`src/rtl/c_bus_pkg.sv`:
```
// Shared definitions for the C bus writeback / register file slice.
// Holds default widths, the hard-wired zero register index and the
// holding-stage state encoding.
package c_bus_pkg;

  localparam int unsigned BUS_WIDTH_DEF      = 32;
  localparam int unsigned REG_ADDR_WIDTH_DEF = 5;
  localparam int unsigned CNT_WIDTH_DEF      = 16;
  localparam int unsigned ZERO_REG           = 0;

  // Holding stage occupancy: EMPTY means nothing waiting to commit.
  typedef enum logic {
    EMPTY = 1'b0,
    FULL  = 1'b1
  } hold_state_e;

endpackage

```
`src/rtl/c_bus_wb_hold.sv`:
```
// One-entry writeback holding stage with valid/ready toward the C bus.
// Ports:
//   clk, rst_n          clock, async active-low reset
//   in_valid/in_data/in_addr  offered writeback
//   hold_in             freeze commit and acceptance while FULL
//   ready_c             combinational ready toward the C bus
//   commit_c            combinational: held entry commits at this edge
//   hold_valid/hold_data/hold_addr  registered contents of the stage
module c_bus_wb_hold
  import c_bus_pkg::*;
#(
  parameter int unsigned DATA_W = BUS_WIDTH_DEF,
  parameter int unsigned ADDR_W = REG_ADDR_WIDTH_DEF
) (
  input  logic              clk,
  input  logic              rst_n,
  input  logic              in_valid,
  input  logic [DATA_W-1:0] in_data,
  input  logic [ADDR_W-1:0] in_addr,
  input  logic              hold_in,
  output logic              ready_c,
  output logic              commit_c,
  output logic              hold_valid,
  output logic [DATA_W-1:0] hold_data,
  output logic [ADDR_W-1:0] hold_addr
);

  hold_state_e       state_q, state_d;
  logic [DATA_W-1:0] data_q, data_d;
  logic [ADDR_W-1:0] addr_q, addr_d;
  logic              accept;

  // State and payload registers.
  always_ff @(posedge clk or negedge rst_n) begin
    if (!rst_n) begin
      state_q <= EMPTY;
      data_q  <= '0;
      addr_q  <= '0;
    end else begin
      state_q <= state_d;
      data_q  <= data_d;
      addr_q  <= addr_d;
    end
  end

  // Ready/commit decode and next state; a commit and an accept on the
  // same edge keep the stage FULL with the new entry.
  always_comb begin
    state_d  = state_q;
    data_d   = data_q;
    addr_d   = addr_q;
    ready_c  = 1'b1;
    commit_c = 1'b0;
    accept   = 1'b0;

    case (state_q)
      EMPTY: begin
        ready_c = 1'b1;
      end
      FULL: begin
        ready_c  = !hold_in;
        commit_c = !hold_in;
      end
      default: begin
        ready_c = 1'b1;
      end
    endcase

    accept = in_valid && ready_c;

    if (accept) begin
      state_d = FULL;
      data_d  = in_data;
      addr_d  = in_addr;
    end else if (commit_c) begin
      state_d = EMPTY;
    end
  end

  assign hold_valid = (state_q == FULL);
  assign hold_data  = data_q;
  assign hold_addr  = addr_q;

endmodule

```
`src/rtl/c_bus_wb_regfile.sv`:
```
// C bus writeback into the general register bank.
// Accepts the C bus mux output through a one-entry holding stage, commits
// it into the register array, and serves two combinational read ports
// (A and B buses). Register 0 is hard-wired to zero. A commit counter
// gives debug/performance visibility.
// Optional macro C_BUS_WB_BYPASS_EN: read ports forward the held entry
// when its (non-zero) address matches, hiding the commit latency.
// Ports:
//   CLOCK_50, RESET_InLow            clock, async active-low reset
//   IN_C_BUS/IN_C_ADDR/IN_C_VALID    writeback offer; OUT_C_READY accepts
//   IN_WB_HOLD                       freeze commit
//   IN_A_ADDR/OUT_A_BUS, IN_B_ADDR/OUT_B_BUS  read ports
//   OUT_WB_PENDING                   holding stage occupied
//   OUT_WB_COUNT                     committed writebacks (wraps)
module c_bus_wb_regfile
  import c_bus_pkg::*;
#(
  parameter int unsigned BUS_WIDTH      = BUS_WIDTH_DEF,
  parameter int unsigned REG_ADDR_WIDTH = REG_ADDR_WIDTH_DEF,
  parameter int unsigned CNT_WIDTH      = CNT_WIDTH_DEF
) (
  input  logic                      CLOCK_50,
  input  logic                      RESET_InLow,
  input  logic [BUS_WIDTH-1:0]      IN_C_BUS,
  input  logic [REG_ADDR_WIDTH-1:0] IN_C_ADDR,
  input  logic                      IN_C_VALID,
  output logic                      OUT_C_READY,
  input  logic                      IN_WB_HOLD,
  input  logic [REG_ADDR_WIDTH-1:0] IN_A_ADDR,
  input  logic [REG_ADDR_WIDTH-1:0] IN_B_ADDR,
  output logic [BUS_WIDTH-1:0]      OUT_A_BUS,
  output logic [BUS_WIDTH-1:0]      OUT_B_BUS,
  output logic                      OUT_WB_PENDING,
  output logic [CNT_WIDTH-1:0]      OUT_WB_COUNT
);

  localparam int unsigned REG_COUNT = 1 << REG_ADDR_WIDTH;
  localparam logic [REG_ADDR_WIDTH-1:0] ZERO_A = REG_ADDR_WIDTH'(ZERO_REG);

  logic                      ready_c;
  logic                      commit_c;
  logic                      hold_valid;
  logic [BUS_WIDTH-1:0]      hold_data;
  logic [REG_ADDR_WIDTH-1:0] hold_addr;

  logic [BUS_WIDTH-1:0] regs_q [REG_COUNT];
  logic [BUS_WIDTH-1:0] regs_d [REG_COUNT];
  logic [CNT_WIDTH-1:0] cnt_q, cnt_d;

  c_bus_wb_hold #(
    .DATA_W (BUS_WIDTH),
    .ADDR_W (REG_ADDR_WIDTH)
  ) u_hold (
    .clk        (CLOCK_50),
    .rst_n      (RESET_InLow),
    .in_valid   (IN_C_VALID),
    .in_data    (IN_C_BUS),
    .in_addr    (IN_C_ADDR),
    .hold_in    (IN_WB_HOLD),
    .ready_c    (ready_c),
    .commit_c   (commit_c),
    .hold_valid (hold_valid),
    .hold_data  (hold_data),
    .hold_addr  (hold_addr)
  );

  // Register array and commit counter.
  always_ff @(posedge CLOCK_50 or negedge RESET_InLow) begin
    if (!RESET_InLow) begin
      for (int unsigned i = 0; i < REG_COUNT; i++) begin
        regs_q[i] <= '0;
      end
      cnt_q <= '0;
    end else begin
      regs_q <= regs_d;
      cnt_q  <= cnt_d;
    end
  end

  // Commit: writes to register 0 are dropped but still counted.
  always_comb begin
    regs_d = regs_q;
    cnt_d  = cnt_q;
    if (commit_c) begin
      cnt_d = cnt_q + CNT_WIDTH'(1);
      if (hold_addr != ZERO_A) begin
        regs_d[hold_addr] = hold_data;
      end
    end
  end

  // Read ports: register 0 forced to zero, optional forward of held entry.
  always_comb begin
    OUT_A_BUS = regs_q[IN_A_ADDR];
    OUT_B_BUS = regs_q[IN_B_ADDR];
    if (IN_A_ADDR == ZERO_A) begin
      OUT_A_BUS = '0;
    end
    if (IN_B_ADDR == ZERO_A) begin
      OUT_B_BUS = '0;
    end
`ifdef C_BUS_WB_BYPASS_EN
    if (hold_valid && (IN_A_ADDR == hold_addr) && (IN_A_ADDR != ZERO_A)) begin
      OUT_A_BUS = hold_data;
    end
    if (hold_valid && (IN_B_ADDR == hold_addr) && (IN_B_ADDR != ZERO_A)) begin
      OUT_B_BUS = hold_data;
    end
`endif
  end

  assign OUT_C_READY    = ready_c;
  assign OUT_WB_PENDING = hold_valid;
  assign OUT_WB_COUNT   = cnt_q;

endmodule

```
`config.mk`:
```
export PLATFORM = sky130hd
export DESIGN_NAME = c_bus_wb_regfile
export DESIGN_NICKNAME = d
export VERILOG_FILES = /design/src/rtl/c_bus_pkg.sv /design/src/rtl/c_bus_wb_hold.sv /design/src/rtl/c_bus_wb_regfile.sv
export SDC_FILE = /design/constraint.sdc
export NUM_CORES = 2
export LEC_CHECK = 0
export BUFFER_PORTS_ARGS = -buffer_cell sky130_fd_sc_hd__buf_2
export CAP_MARGIN = 5
export CORE_MARGIN = 4
export CORE_UTILIZATION = 40
export DETAILED_ROUTE_END_ITERATION = 12
export MAX_ROUTING_LAYER = met4
export PLACE_DENSITY = 0.52
export REMOVE_ABC_BUFFERS = 1
export SLEW_MARGIN = 15
export SYNTH_ARGS = -nofsm -noshare
export SYNTH_HDL_FRONTEND = slang
export SYNTH_SLANG_ARGS = --single-unit
export TNS_END_PERCENT = 100
```
`constraint.sdc`:
```
create_clock -name CLOCK_50 -period 9.9 [get_ports CLOCK_50]
set_input_delay 2.97 -clock CLOCK_50 [delete_from_list [all_inputs] [get_ports CLOCK_50]]
set_output_delay 2.97 -clock CLOCK_50 [all_outputs]
set_load 0.1 [all_outputs]
```
* Word level (Yosys, flattened, before mapping)
Index checks and enable logic that the tools add are counted.
** Cells by class
- Add/sub/neg operators :: 1
- $lt $le $gt $ge :: 4
- Mux-type cells :: 15
- Bitwise logic cells :: 4
- Reductions and logical operators :: 8
** Operator list (number)
- bitwise mux 1024 bit :: 1
- binary-select mux 32 bit (select 5 bit) :: 2
- 2-to-1 mux 32 bit :: 7
- demux 32 bit (select 5 bit) :: 1
- >= comparator 6 bit, second input constant :: 3
- NOT 5 -> 6 bit :: 3
- adder 16 x 1 -> 16 bit, second input constant :: 1
- logical NOT 5 bit :: 2
- less-than comparator 6 x 1 -> 1 bit, second input constant :: 1
- nonzero test 5 bit :: 1
- 2-to-1 mux 1 bit :: 3
- logical AND 1 bit :: 2
- case mux 1 bit (2 select lines) :: 1
- AND reduction 2 bit :: 1
- nonzero test 2 bit :: 1
- logical NOT 1 bit :: 1
- NOT 1 bit :: 1
** Storage, ports and cells
- Register bits after elaboration :: 1078
- Bits of input ports :: 51
- Output and inout bits :: 82
- Word-level logic and storage cells :: 68

* Longest topological paths before layout
- Depth in word-level cells :: 6
- Depth in mapped cells :: 7
- Mapped depth without buffers :: 4

* Hierarchy
A second synthesis with hierarchy kept.
** Second synthesis, totals
- Cells, all modules :: 3754
- Area total of the unflattened synthesis :: 57352.5 um^2
** By module, submodules not included
- c_bus_wb_regfile :: instances 1, cells each 3671, area each 55773.5 um^2, sequential area each 26025.0 um^2
- c_bus_wb_hold :: instances 1, cells each 83, area each 1579.0 um^2, sequential area each 950.9 um^2

* Worst setup path before layout
Ideal clock, no wire load.
- Path type :: input -> output
- Start :: input IN_A_ADDR[1]
- End :: output OUT_A_BUS[14]
- Data arrival time :: 6.412 ns
- Required time :: 6.930 ns
- Setup slack :: 0.518 ns
- Cell stages on the path :: 7
- Path buffers :: 3
- Path through :: buf_6 > buf_6 > nor2b_1 > buf_2 > a221oi_1 > o21ai_0 > a311oi_1
** On the way
- Longest elaborated chain between the ends :: 5
- Elaborated cells on any way between the ends :: 6
- Classes of those cells :: mux: 4; bitwise: 1; reduce/logical: 1
** Ends and longest elaborated chain
- start, declared :: line c_bus_wb_regfile.sv:29 : input logic [REG_ADDR_WIDTH-1:0] IN_A_ADDR,
- NOT 5 -> 6 bit (implied by the code) :: line c_bus_wb_regfile.sv:94 : OUT_A_BUS = regs_q[IN_A_ADDR];
- binary-select mux 32 bit (select 5 bit) :: line c_bus_wb_regfile.sv:94
- 2-to-1 mux 32 bit (implied by the code) (2 in series) :: line c_bus_wb_regfile.sv:94
- 2-to-1 mux 32 bit * :: line c_bus_wb_regfile.sv:96 : if (IN_A_ADDR == ZERO_A) begin
- end, declared :: line c_bus_wb_regfile.sv:31 : output logic [BUS_WIDTH-1:0] OUT_A_BUS,
Every way passes the cells marked *; elsewhere a longest branch is shown, timed or not. The select of a mux whose other input is x is not followed.

* Worst setup path after layout
- Start :: input IN_A_ADDR[3]
- End :: output OUT_A_BUS[14]
The elaborated chain is that of the path after synthesis.

==> results.md <==
- Status: finished, final reports clean
- Global routing's busiest layer: met2
- Yosys warns: 0
- Cell taking the most area after synthesis: dfrtp_1
- Fin util: 45.3%
- WP data arrival: approximately 6000 ps
- Routed wire length per instance: about 32 microns
- Slew Viols, Final: 0
- Final worst path period share: 90.2%
- Fmax: roughly 0.11 GHz
- Layout fillers: approximately 12000
- Post-synth ARST share: 100%
- Quantity of gates resized following cts: 0
- Post-Route WL: ~180 mm
- Die width: about 390 microns
- Clk pwr share: 28.7%
- M1 GR Usage: 34.8%
- Initial drt markers: 2477
- Num CTS Buffers: ~130
- Congestion Overflow GR: 0
- Worst-Margin Slew: between 1000 and 1500 ps
- Synth Cell Area: around 57000 sq um
- Final antenna-violating net count: 0
- Worst skew pair latency: 750 ps
- # DRC: 0
- # rows: ~140
- RSZ-0062 raised after global routing: false
- # clock sinks: about 1100
- Clk pin slew, worst setup/hold paths: around 60 ps
- Area Overhead vs Synth: 12.8%
- Total global-route track usage: 25.8%
- Req. time, crit path: about 7000 ps
- CORE AREA: 141000 sq um
- Root Buffer: clkbuf_16
- First-pass GRT wire length: 270 mm
- Setup bufs post-CTS: 0
- Mapped Cells: roughly 3800
- H-tree lvl count: 4
- Fin cells: around 5700
- Hold buffer count at CTS: 0
- Power Internal: between 0.01 and 0.015 W
- Starting Density: about 40%
- Via Count: between 30000 and 40000
- Clock Tree Buf Depth: 3
- Final Total Pwr: roughly 0.017 W
- Commonest cells post-synth: dfrtp_1 (1078), mux2_2 (1021), mux4_2 (448)
- Flop and latch count out of synthesis: 1078
- Setup TNS: 0 ps
- Worst min path class: reg -> reg
- Top_reg_cell synth: dfrtp_1
- Met2 usage: between 40% and 50%
- Endpoints failing setup: 0
- Crit. End Element: primary output
- Critical Path Start Type: input port
- GP Congestion: approximately 0.76
- EDFF count, synth: 0
- Tmin final: roughly 8900 ps
- MaxCap Viol Count: 0
- Setup CP Type: in -> out
- Buffers on Ports: 132
- Die Height: between 300 and 400 microns
- CP Max Fanout: 15
- Clk_skew: between 20 and 25 ps
- Synth top area cells: dfrtp_1 (47%), mux2_2 (20%), mux4_2 (18%)
- Inst Count DP: 5451
- Top cell type's share of synthesized area: 47.4%
- Pin count of the biggest net entering global routing: ~150
- Vias in the first global route: roughly 37000
- Die ar.: 148000 sq um
- Initial antenna violation count: 3
- Pwr per Cell Area: ~260 nW/um^2
- Leak: 28.0 nW
- Seq/Total Area, Yosys: 47.4%
- Count leader, synth: dfrtp_1
- Max_slew headroom: approximately a fifth
- Post-synthesis area per instance: approximately 15 sq um
- Comb pwr share: 28.1%
- NetSw: 0.00521 W
- Fin nets: roughly 3700
- Post-DR vias/cell: about 6.2
- Final hold vios: 0
- TritonRoute pass-1 iters: 5
- Peak supply drop: around 180 uV
- Netlist cell types: between 40 and 50
- CTS tree: done
- Sequential share of power: 43.2%
- Met3 GRT Util: roughly 4%
- Top Ports: roughly 130
- Post-DP HPWL: 101 mm
- Share of cells above drive strength 1: roughly half
- Sw Share: 30.9%
==> stage by stage <==
| step | instance area (sq um) | hold slack (ps) | worst slack (ps) |
|---|---|---|---|
| after floorplan | 54600 | 365 | 400 |
| after global placement | 59800 | 378 | 997 |
| after detailed placement | 59800 | 383 | 1010 |
| after CTS | 64100 | 396 | 983 |
| after global routing | 64100 | 406 | 947 |
| final | 64100 | 392 | 973 |
==> cell usage in the layout, fill, tap and decap left out, types with 64 or more instances in the layout <==
master     netlist  final
mux2_2        1021   1021
a22oi_1         64     64
dfrtp_1       1078   1078
mux2i_1        128    128
clkbuf_16        0    139
buf_4           65     82
mux4_2         448    448
a311oi_1        64     64
o21ai_0         90     90
buf_2          139     67
buf_12           0     81
a211oi_1        64     64
mux2_1          72     72
nor2b_1         69     65
==> registers in the layout (all words and copies together) (netlist names) <==
register	count
u_hold.hold_addr	5
regs_q	1024
u_hold.hold_valid	1
u_hold.hold_data	32
OUT_WB_COUNT	16
==> layout make-up <==
| cell class | count | area, sq um | share of cell area [%] |
|---|---|---|---|
| Clock buffer | 204 | 4080 | 6.37 |
| Timing Repair Buffer | 237 | 2670 | 4.16 |
| Tap cell | 1890 | 2360 | 3.69 |
| Inverter | 2 | 12.5 | 0.0195 |
| Clock inverter | 25 | 219 | 0.342 |
| Multi-Input combinational cell | 2244 | 27800 | 43.3 |
| Antenna cell | 1 | 2.50 | 0.00390 |
| Sequential cell | 1078 | 27000 | 42.1 |
==> power by group through the flow <==
stage               Sequential (W)  Clock, W  Combinational, W
CTS                        0.00725   0.00495           0.00479
detailed placement         0.00732         0           0.00477
finish                     0.00729   0.00484           0.00474
global placement           0.00727         0           0.00470
global route               0.00750   0.00512           0.00506
floorplan                  0.00694         0           0.00354
==> path summary, 6_finish.rpt <==
| kind | slack [ps] | to | cells past startpoint | startpoint |
|---|---|---|---|---|
| max reg2reg | 6310 | regs_q[538] | 5 | u_hold.hold_valid |
| min in group asynchronous | 2200 | OUT_WB_COUNT[12] | 1 | RESET_InLow |
| min | 390 | regs_q[995] | 0 | regs_q[995] |
| max in group asynchronous | 5810 | regs_q[86] | 3 | RESET_InLow |
| max | 970 | OUT_A_BUS[14] | 6 | IN_A_ADDR[3] |
| min reg2reg | 390 | regs_q[995] | 0 | regs_q[995] |
==> kinds of logic after synthesis <==
family | Yosys count | synth area share, %
AOI/OAI and AO/OA | 367 | 4.65
xor gates and xnor gates | 15 | 0.231
adders and majority gates | 1 | 0.0220
buffers and inverters | 437 | 4.03
DFF | 1078 | 47.4
muxes | 1669 | 41.6
and+or+nand+nor | 192 | 1.98
==> layer usage <==
| layer | wire length, microns | up-vias |
|---|---|---|
| met4 | 5040 | 0 |
| met1 | 81300 | 19400 |
| met3 | 8680 | 318 |
| li1 | - | 14400 |
| met2 | 89100 | 955 |
| met5 | 0 | - |
==> worst max-delay path, cell delays in order <==
cell and delay [ps]:
buf_2 490, nor2b_4 940, buf_4 290, a22oi_1 100, a311oi_1 840, buf_12 260
No activity file was read; power rests on OpenSTA's default activity.
